File: src/rtl/dma_read_engine.sv
// dma_read_engine: AXI4 read-master DMA. On i_start it reads i_total_len bytes from
// i_base_addr as INCR bursts (one outstanding, never crossing 4 KB) and forwards each
// 32-bit beat to a downstream FIFO write port with zero added latency.
//
// Ports:
//   clk, rst           clock, synchronous active-high reset
//   i_start            one-cycle start pulse (ignored while busy)
//   i_base_addr        source byte address, bits[1:0] ignored
//   i_total_len        length in bytes, bits[1:0] ignored
//   o_busy / o_done    busy level / one-cycle completion pulse
//   o_error            sticky error (bad rresp or rlast mismatch), cleared on start
//   o_fifo_wdata/wen   downstream write port; i_fifo_full back-pressures the R channel
//   m_axi_ar*/r*       AXI4 read address and read data channels
//   o_perf_stall       stall counter, only live when DMA_RD_PERF_CNT_EN is defined,
//                      otherwise tied to zero

module dma_read_engine #(
    parameter int unsigned ADDR_WIDTH = 32,
    parameter int unsigned DATA_WIDTH = 32,
    parameter int unsigned MAX_BURST  = 16
) (
    input  logic                  clk,
    input  logic                  rst,
    input  logic                  i_start,
    input  logic [ADDR_WIDTH-1:0] i_base_addr,
    input  logic [31:0]           i_total_len,
    output logic                  o_busy,
    output logic                  o_done,
    output logic                  o_error,
    output logic [DATA_WIDTH-1:0] o_fifo_wdata,
    output logic                  o_fifo_wen,
    input  logic                  i_fifo_full,
    output logic [ADDR_WIDTH-1:0] m_axi_araddr,
    output logic [7:0]            m_axi_arlen,
    output logic [2:0]            m_axi_arsize,
    output logic [1:0]            m_axi_arburst,
    output logic                  m_axi_arvalid,
    input  logic                  m_axi_arready,
    input  logic [DATA_WIDTH-1:0] m_axi_rdata,
    input  logic [1:0]            m_axi_rresp,
    input  logic                  m_axi_rlast,
    input  logic                  m_axi_rvalid,
    output logic                  m_axi_rready,
    output logic [31:0]           o_perf_stall
);

    typedef enum logic [2:0] {
        StIdle,
        StCalc,
        StAddr,
        StData,
        StFinish
    } state_e;

    state_e                state_q, state_d;
    logic [ADDR_WIDTH-1:0] addr_q, addr_d;
    logic [29:0]           beats_left_q, beats_left_d;
    logic [7:0]            arlen_q, arlen_d;
    logic [7:0]            beat_cnt_q, beat_cnt_d;
    logic                  error_q, error_d;

    logic [31:0] room;
    logic [31:0] burst;
    logic [31:0] burst_bytes;
    logic        last_exp;

    // Byte-address and length LSBs are don't-care by definition.
    logic unused_lsbs;
    assign unused_lsbs = ^{i_base_addr[1:0], i_total_len[1:0]};

    always_comb begin
        state_d      = state_q;
        addr_d       = addr_q;
        beats_left_d = beats_left_q;
        arlen_d      = arlen_q;
        beat_cnt_d   = beat_cnt_q;
        error_d      = error_q;
        m_axi_rready = 1'b0;
        o_fifo_wen   = 1'b0;
        o_fifo_wdata = '0;

        // Beats remaining before the next 4 KB page boundary (1..1024).
        room = (32'd4096 - {20'd0, addr_q[11:0]}) >> 2;
        burst = {2'b00, beats_left_q};
        if (burst > MAX_BURST) burst = MAX_BURST;
        if (burst > room) burst = room;

        burst_bytes = ({24'd0, arlen_q} + 32'd1) << 2;
        last_exp    = (beat_cnt_q == arlen_q);

        unique case (state_q)
            StIdle: begin
                if (i_start) begin
                    addr_d       = {i_base_addr[ADDR_WIDTH-1:2], 2'b00};
                    beats_left_d = i_total_len[31:2];
                    error_d      = 1'b0;
                    state_d      = (i_total_len[31:2] == 30'd0) ? StFinish : StCalc;
                end
            end
            StCalc: begin
                arlen_d    = 8'(burst - 32'd1);
                beat_cnt_d = 8'd0;
                state_d    = StAddr;
            end
            StAddr: begin
                if (m_axi_arready) state_d = StData;
            end
            StData: begin
                m_axi_rready = !i_fifo_full;
                if (m_axi_rvalid && !i_fifo_full) begin
                    o_fifo_wen   = 1'b1;
                    o_fifo_wdata = m_axi_rdata;
                    beats_left_d = beats_left_q - 30'd1;
                    beat_cnt_d   = beat_cnt_q + 8'd1;
                    if (m_axi_rresp != 2'b00) error_d = 1'b1;
                    if (m_axi_rlast != last_exp) error_d = 1'b1;
                    // Burst ends on the expected last beat or on an early rlast; either
                    // way no further beats of this burst are taken.
                    if (last_exp || m_axi_rlast) begin
                        addr_d  = addr_q + ADDR_WIDTH'(burst_bytes);
                        state_d = (error_d || beats_left_d == 30'd0) ? StFinish : StCalc;
                    end
                end
            end
            StFinish: begin
                state_d = StIdle;
            end
            default: begin
                state_d = StIdle;
            end
        endcase
    end

    always_ff @(posedge clk) begin
        if (rst) begin
            state_q      <= StIdle;
            addr_q       <= '0;
            beats_left_q <= '0;
            arlen_q      <= '0;
            beat_cnt_q   <= '0;
            error_q      <= 1'b0;
        end else begin
            state_q      <= state_d;
            addr_q       <= addr_d;
            beats_left_q <= beats_left_d;
            arlen_q      <= arlen_d;
            beat_cnt_q   <= beat_cnt_d;
            error_q      <= error_d;
        end
    end

    assign o_busy        = (state_q != StIdle);
    assign o_done        = (state_q == StFinish);
    assign o_error       = error_q;
    assign m_axi_arvalid = (state_q == StAddr);
    assign m_axi_araddr  = addr_q;
    assign m_axi_arlen   = arlen_q;
    assign m_axi_arsize  = 3'b010;
    assign m_axi_arburst = 2'b01;

`ifdef DMA_RD_PERF_CNT_EN
    logic [31:0] perf_q, perf_d;
    logic        stall;

    always_comb begin
        stall  = ((state_q == StData) && m_axi_rvalid && i_fifo_full) ||
                 ((state_q == StAddr) && !m_axi_arready);
        perf_d = perf_q;
        if ((state_q == StIdle) && i_start) begin
            perf_d = '0;
        end else if (stall && (perf_q != 32'hFFFF_FFFF)) begin
            perf_d = perf_q + 32'd1;
        end
    end

    always_ff @(posedge clk) begin
        if (rst) begin
            perf_q <= '0;
        end else begin
            perf_q <= perf_d;
        end
    end

    assign o_perf_stall = perf_q;
`else
    assign o_perf_stall = '0;
`endif

endmodule

File: config.mk
export PLATFORM = sky130hd
export DESIGN_NAME = dma_read_engine
export DESIGN_NICKNAME = d
export VERILOG_FILES = /design/src/rtl/dma_read_engine.sv
export SDC_FILE = /design/constraint.sdc
export NUM_CORES = 1
export LEC_CHECK = 0
export ABC_CLOCK_PERIOD_IN_PS = 10990
export BUFFER_PORTS_ARGS = -buffer_cell sky130_fd_sc_hd__buf_2
export CAP_MARGIN = 10
export CORE_MARGIN = 2
export CORE_UTILIZATION = 43
export DETAILED_ROUTE_END_ITERATION = 8
export GPL_TIMING_DRIVEN = 0
export PLACE_DENSITY = 0.75
export SLEW_MARGIN = 30
export SYNTH_ARGS = -nofsm -noshare
export SYNTH_HDL_FRONTEND = slang
export SYNTH_SLANG_ARGS = --single-unit
export TNS_END_PERCENT = 30
File: constraint.sdc
create_clock -name clk -period 10.99 [get_ports clk]
set_clock_uncertainty 0.15 [all_clocks]
set_input_delay 0.5495 -clock clk [delete_from_list [all_inputs] [get_ports clk]]
set_output_delay 0.5495 -clock clk [all_outputs]
set_load 0.02 [all_outputs]
# Yosys cells after proc, flatten, opt, wreduce, memory -nomap -nowiden
# Cells that the tools add are included.
[totals]
register_bits = 82
latch_bits = 0
mem_bits_rw = 0
mem_bits_ro = 0
input_bits = 105
out_inout_bits = 115
word_cells = 69
n_memories = 0
[op_classes]
add_sub_neg = 6
n_mul = 0
n_div = 0
order_cmp = 2
n_eq_ne = 10
n_shift = 0
mux = 30
n_bitwise = 0
reduce_logical = 15
[op_table]
columns = ["op", "count"]
rows = [
  ["$mux W32", 5],
  ["$mux W30", 3],
  ["$pmux W32 S2", 1],
  ["$logic_not A30 Y1", 2],
  ["$pmux W30 S2", 1],
  ["$add A32 B11 Y32", 1],
  ["$gt A30 B30 Y1", 1],
  ["$gt A30 B5 Y1 const B", 1],
  ["$sub A30 B1 Y30 const B", 1],
  ["$mux W3", 6],
  ["$mux W8", 2],
  ["$pmux W8 S2", 1],
  ["$sub A13 B12 Y14 const A", 1],
  ["$pmux W3 S4", 1],
  ["$add A8 B1 Y9 const B", 1],
  ["$mux W1", 9],
  ["$add A8 B1 Y8 const B", 1],
  ["$eq A8 B8 Y1", 1],
  ["$reduce_and A4 Y1", 2],
  ["$sub A8 B1 Y8 const B", 1],
  ["$eq A3 B2 Y1 const B", 2],
  ["$ne A2 B2 Y1 const B", 3],
  ["$reduce_bool A2 Y1", 3],
  ["$eq A3 B1 Y1 const B", 1],
  ["other kinds (11)", 12],
]

# Logic depth before layout (Yosys ltp)
[depth]
depth_word = 10
depth_mapped = 19
mapped_depth_nobuf = 18

# Least setup slack after synthesis
# OpenSTA, ideal clock, no wires.
[synth_timing]
path_type = "reg-to-reg"
from = "register beats_left_q[14]"
to = "register arlen_q[4], in the netlist m_axi_arlen[4]"
setup_time_ps = 132
arrival_ps = 3682
path_slack_ps = 7026
path_stages_with_launch = 19
path_buffers = 2
period_less_slack_ps = 3964
path_cell_list = "dfxtp_1 -> buf_2 -> nor4_4 -> nand4_2 -> nor3_1 -> inv_1 -> ha_1 -> nand4_1 -> nor4_1 -> nor3_1 -> a2bb2oi_1 -> buf_2 -> nor2_1 -> a21oi_1 -> ha_1 -> a31oi_1 -> mux2_2 -> a211oi_1 -> nor3_1"
[synth_between]
elab_chain_cells = 5
[synth_rtl]
columns = ["item", "line", "rtl"]
rows = [
  ["start: declaration", "57", "logic [29:0] beats_left_q, beats_left_d;"],
  ["start signal: assignment", "145", "beats_left_q <= beats_left_d;"],
  ["$gt A30 B5 Y1", "85", "if (burst > MAX_BURST) burst = MAX_BURST;"],
  ["$mux W30 (*)", "85", ""],
  ["$gt A30 B30 Y1", "86", "if (burst > room) burst = room;"],
  ["$mux W8 (*)", "86", ""],
  ["$sub A8 B1 Y8 (*)", "101", "arlen_d = 8'(burst - 32'd1);"],
  ["end signal: assignment", "146", "arlen_q <= arlen_d;"],
  ["end: declaration", "58", "logic [7:0] arlen_q, arlen_d;"],
]
# Every way passes the cells marked *; elsewhere a longest branch is shown, timed or not.
# A chain may end at the register's enable or synchronous reset.

# Final worst setup path
# Ends and elaborated chain as after synthesis.

==> flow_summary.json <==
{
  "synth-async-reset-ratio_pct": 0,
  "drt-wirelength-per-cell_um": 17.9,
  "die_area_um2": 16400,
  "reg2reg_depth": 18,
  "start_util_pct": 43.8,
  "cp_top_family": "simple AND/OR/NAND/NOR gates",
  "clock_power_share_pct": 20.7,
  "grt_busiest_layer": "met2",
  "wl_um": 23500,
  "hold_class": "in2reg",
  "fmax_mhz": 214,
  "drt_pass1_iterations": 7,
  "clk_pin_slew_worst_paths_ns": 0.06,
  "finalHoldViolCount": 0,
  "drive_above_1_share_pct": 23.4,
  "final_area_um2": 8160,
  "synth_warnings": 0,
  "seq_area_frac_synth_pct": 24.3,
  "ant_nets": 0,
  "dp_cells": 1300,
  "finalPower_mw": 1.49,
  "cap_violations": 0,
  "syn_to_final_growth_pct": 23.6,
  "preCtsSetupSlack_ns": 6.39,
  "synth_cells": 894,
  "antenna_cells": 0,
  "antenna_found_initial": 0,
  "final_util_pct": 54.1,
  "cts_tree": "yes",
  "root_buffer": "clkbuf_16",
  "synth.avg_cell_area_um2": 7.39,
  "fin_crit_ns": 4.68,
  "cts_hold_buf": 0,
  "die_width_um": 128,
  "criticalPathCategory": "reg2reg",
  "cts_buffers": 9,
  "relSlewSlack_pct": 41.6,
  "final_critical_path_setup_slack_ns": 6.31,
  "synth_flop_cell": "dfxtp_1",
  "cts_resized": 0,
  "grtUsageMet1_pct": 38.5,
  "grt_max_degree": 13,
  "swShare_pct": 46.2,
  "worst-path-buf-inv": 3,
  "met2_usage_pct": 42.6,
  "cp.depth": 18,
  "grt_pass1_wl_um": 36300,
  "crit_top_cell": "nor3_1",
  "peakVddDrop_mv": 0.105,
  "setup_viol": 0,
  "maxSlewViolCount": 0,
  "p_leak_nw": 3.69,
  "cp-start-kind": "flip-flop",
  "num_rows": 45,
  "postCtsSetupRepairBufs": 0,
  "period_share_pct": 42.5,
  "syn_area_um2": 6600,
  "arrival_ns": 4.73,
  "fin_tns_setup_ns": 0,
  "io_pins": 220,
  "globalRouteOverflowTotal": 0,
  "synth_cell_type_count": 76,
  "grt_pass1_vias": 6865,
  "powerDensity_nw_per_um2": 183,
  "cts_sinks": 80,
  "ys_ff_latch": 80,
  "num_vias": 7702,
  "combinationalPowerShare_pct": 50.5,
  "rsz0062_at_grt": "false",
  "grt.total_usage_pct": 28.0,
  "seq_power_share_pct": 28.8,
  "intPower_mw": 0.803,
  "via_per_inst": 5.86,
  "critPathCaptureType": "flip-flop",
  "cts_max_level": 3,
  "slowest_delay_ns": 0.44,
  "io_buffers": 175,
  "worstMarginPinSlew_ns": 0.872,
  "clockBufferDepth": 2,
  "hold_depth": 3,
  "p_switching_mw": 0.691,
  "drt_iter0_drc": 723,
  "fill_cells": 1484,
  "core_area_um2": 15100,
  "fin_nets": 1257,
  "synth_edf_count": 0,
  "dp.final_hpwl_um": 17800,
  "status": "finished, final reports clean",
  "slowest_stage": "nor4_4",
  "required_ns": 11.04,
  "path_cells": "buf_2 > nor4_4 > nand4_2 > nor3_1 > inv_1 > ha_1 > nand4_1 > nor4_1 > nor3_1 > a2bb2oi_1 > buf_2 > nor2_1 > a21oi_1 > ha_1 > a31oi_1 > mux2_2 > a211oi_1 > nor3_1",
  "finalNonFillerCells": 1314,
  "hold_slack_ns": 0.313,
  "drc": 0,
  "fp.dieH_um": 128,
  "gp_congestion": 0.960,
  "cp_max_fo": 10,
  "grtUsageMet3_pct": 5.72,
  "postPlaceCellArea_um2": 7880,
  "clk_latency_ns": 0.35
}
-- power groups by stage --
stage / combinational, mW / clock (mW) / sequential [mW]
6_report: 0.754 / 0.309 / 0.430
5_1_grt: 0.830 / 0.316 / 0.437
3_3_place_gp: 0.726 / 0 / 0.431
4_1_cts: 0.738 / 0.307 / 0.426
3_5_place_dp: 0.734 / 0 / 0.432
2_1_floorplan: 0.505 / 0 / 0.446
-- worst register-to-register path: cells and delay by family, from the launching register on --
kind | cells | cell delay [ns]
compound gates | 4 | 0.90
fa+ha+maj | 2 | 0.60
buf+inv | 3 | 0.57
flops | 1 | 0.29
mux | 1 | 0.28
simple gates | 8 | 1.73
-- state kept, by name, indices dropped and copies added (netlist names) --
| register | flops |
|---|---|
| beats_left_q | 30 |
| m_axi_araddr | 30 |
| beat_cnt_q | 8 |
| m_axi_arlen | 8 |
| state_q | 3 |
| o_error | 1 |
-- worst paths after layout --
check                           to  slack, ns              from
setup / recovery    m_axi_arlen[4]       6.31  beats_left_q[14]
hold / removal    m_axi_araddr[31]       0.31   i_base_addr[31]
setup reg to reg    m_axi_arlen[4]       6.31  beats_left_q[14]
hold reg to reg   beats_left_q[13]       0.37  beats_left_q[13]
-- cell usage after synthesis, types with 4 or more instances --
library cell / number / area share, %
nor4_4: 4 / 1.3
xnor2_1: 20 / 2.7
and3_1: 8 / 0.76
a22oi_1: 8 / 0.91
o21ai_0: 36 / 2.7
a31oi_1: 13 / 1.2
nand2_1: 86 / 4.9
nand3_1: 23 / 1.7
o22ai_1: 12 / 1.1
inv_1: 21 / 1.2
dfxtp_1: 80 / 24
nand2b_1: 5 / 0.47
a21oi_1: 59 / 4.5
and2_1: 37 / 3.5
a311oi_1: 11 / 1.5
ha_1: 28 / 5.3
clkbuf_1: 40 / 2.3
a21o_1: 12 / 1.4
o21ai_1: 4 / 0.30
mux2i_1: 4 / 0.61
buf_1: 6 / 0.34
or2_2: 4 / 0.38
o211ai_1: 5 / 0.57
o31ai_1: 8 / 0.91
a2bb2oi_1: 4 / 0.53
buf_4: 41 / 4.7
or3_1: 7 / 0.66
nor4_1: 28 / 2.7
xor2_1: 25 / 3.3
nor2_1: 106 / 6.0
nor3_1: 33 / 2.5
buf_2: 4 / 0.30
nand4_1: 12 / 1.1
a211oi_1: 25 / 2.8
or4_1: 7 / 0.80
-- cells by family after synthesis --
kind of cell | Yosys count | synth area share (%)
other | 2 | 0.114
AND/OR/NAND/NOR | 388 | 30.9
buffers and inverters | 115 | 9.29
flip-flops | 80 | 24.3
AO/OA/AOI/OAI | 229 | 22.9
adder cells (fa/ha/maj) | 29 | 5.61
XOR/XNOR | 45 | 5.97
multiplexers | 6 | 0.948
-- final cells by class --
cell class,count,area (um^2),share of cell area (%)
Sequential cell,80,1600,19.6
Clock buffer,11,243,2.97
Multi-Input combinational cell,742,4550,55.7
Timing Repair Buffer,175,876,10.7
Clock inverter,3,43.8,0.537
Tap cell,188,235,2.88
Buffer,94,534,6.55
Inverter,21,78.8,0.966
-- routing by layer --
metal  part of all wire (%)  wire length [um]
met5                      0                 0
met1                     43             10100
met4                    3.7               879
met2                     43             10200
met3                    9.7              2280
-- cell usage in the layout (no fill, tap or decap), types with 23 or more instances in the layout --
cell type    n
buf_2      179
nor2_1     106
nand2_1     86
dfxtp_1     80
a21oi_1     59
conb_1      45
buf_4       41
clkbuf_1    41
and2_1      37
o21ai_0     36
nor3_1      33
nor4_1      28
ha_1        28
xor2_1      25
a211oi_1    25
nand3_1     23
(Power assumes the default switching activity.)
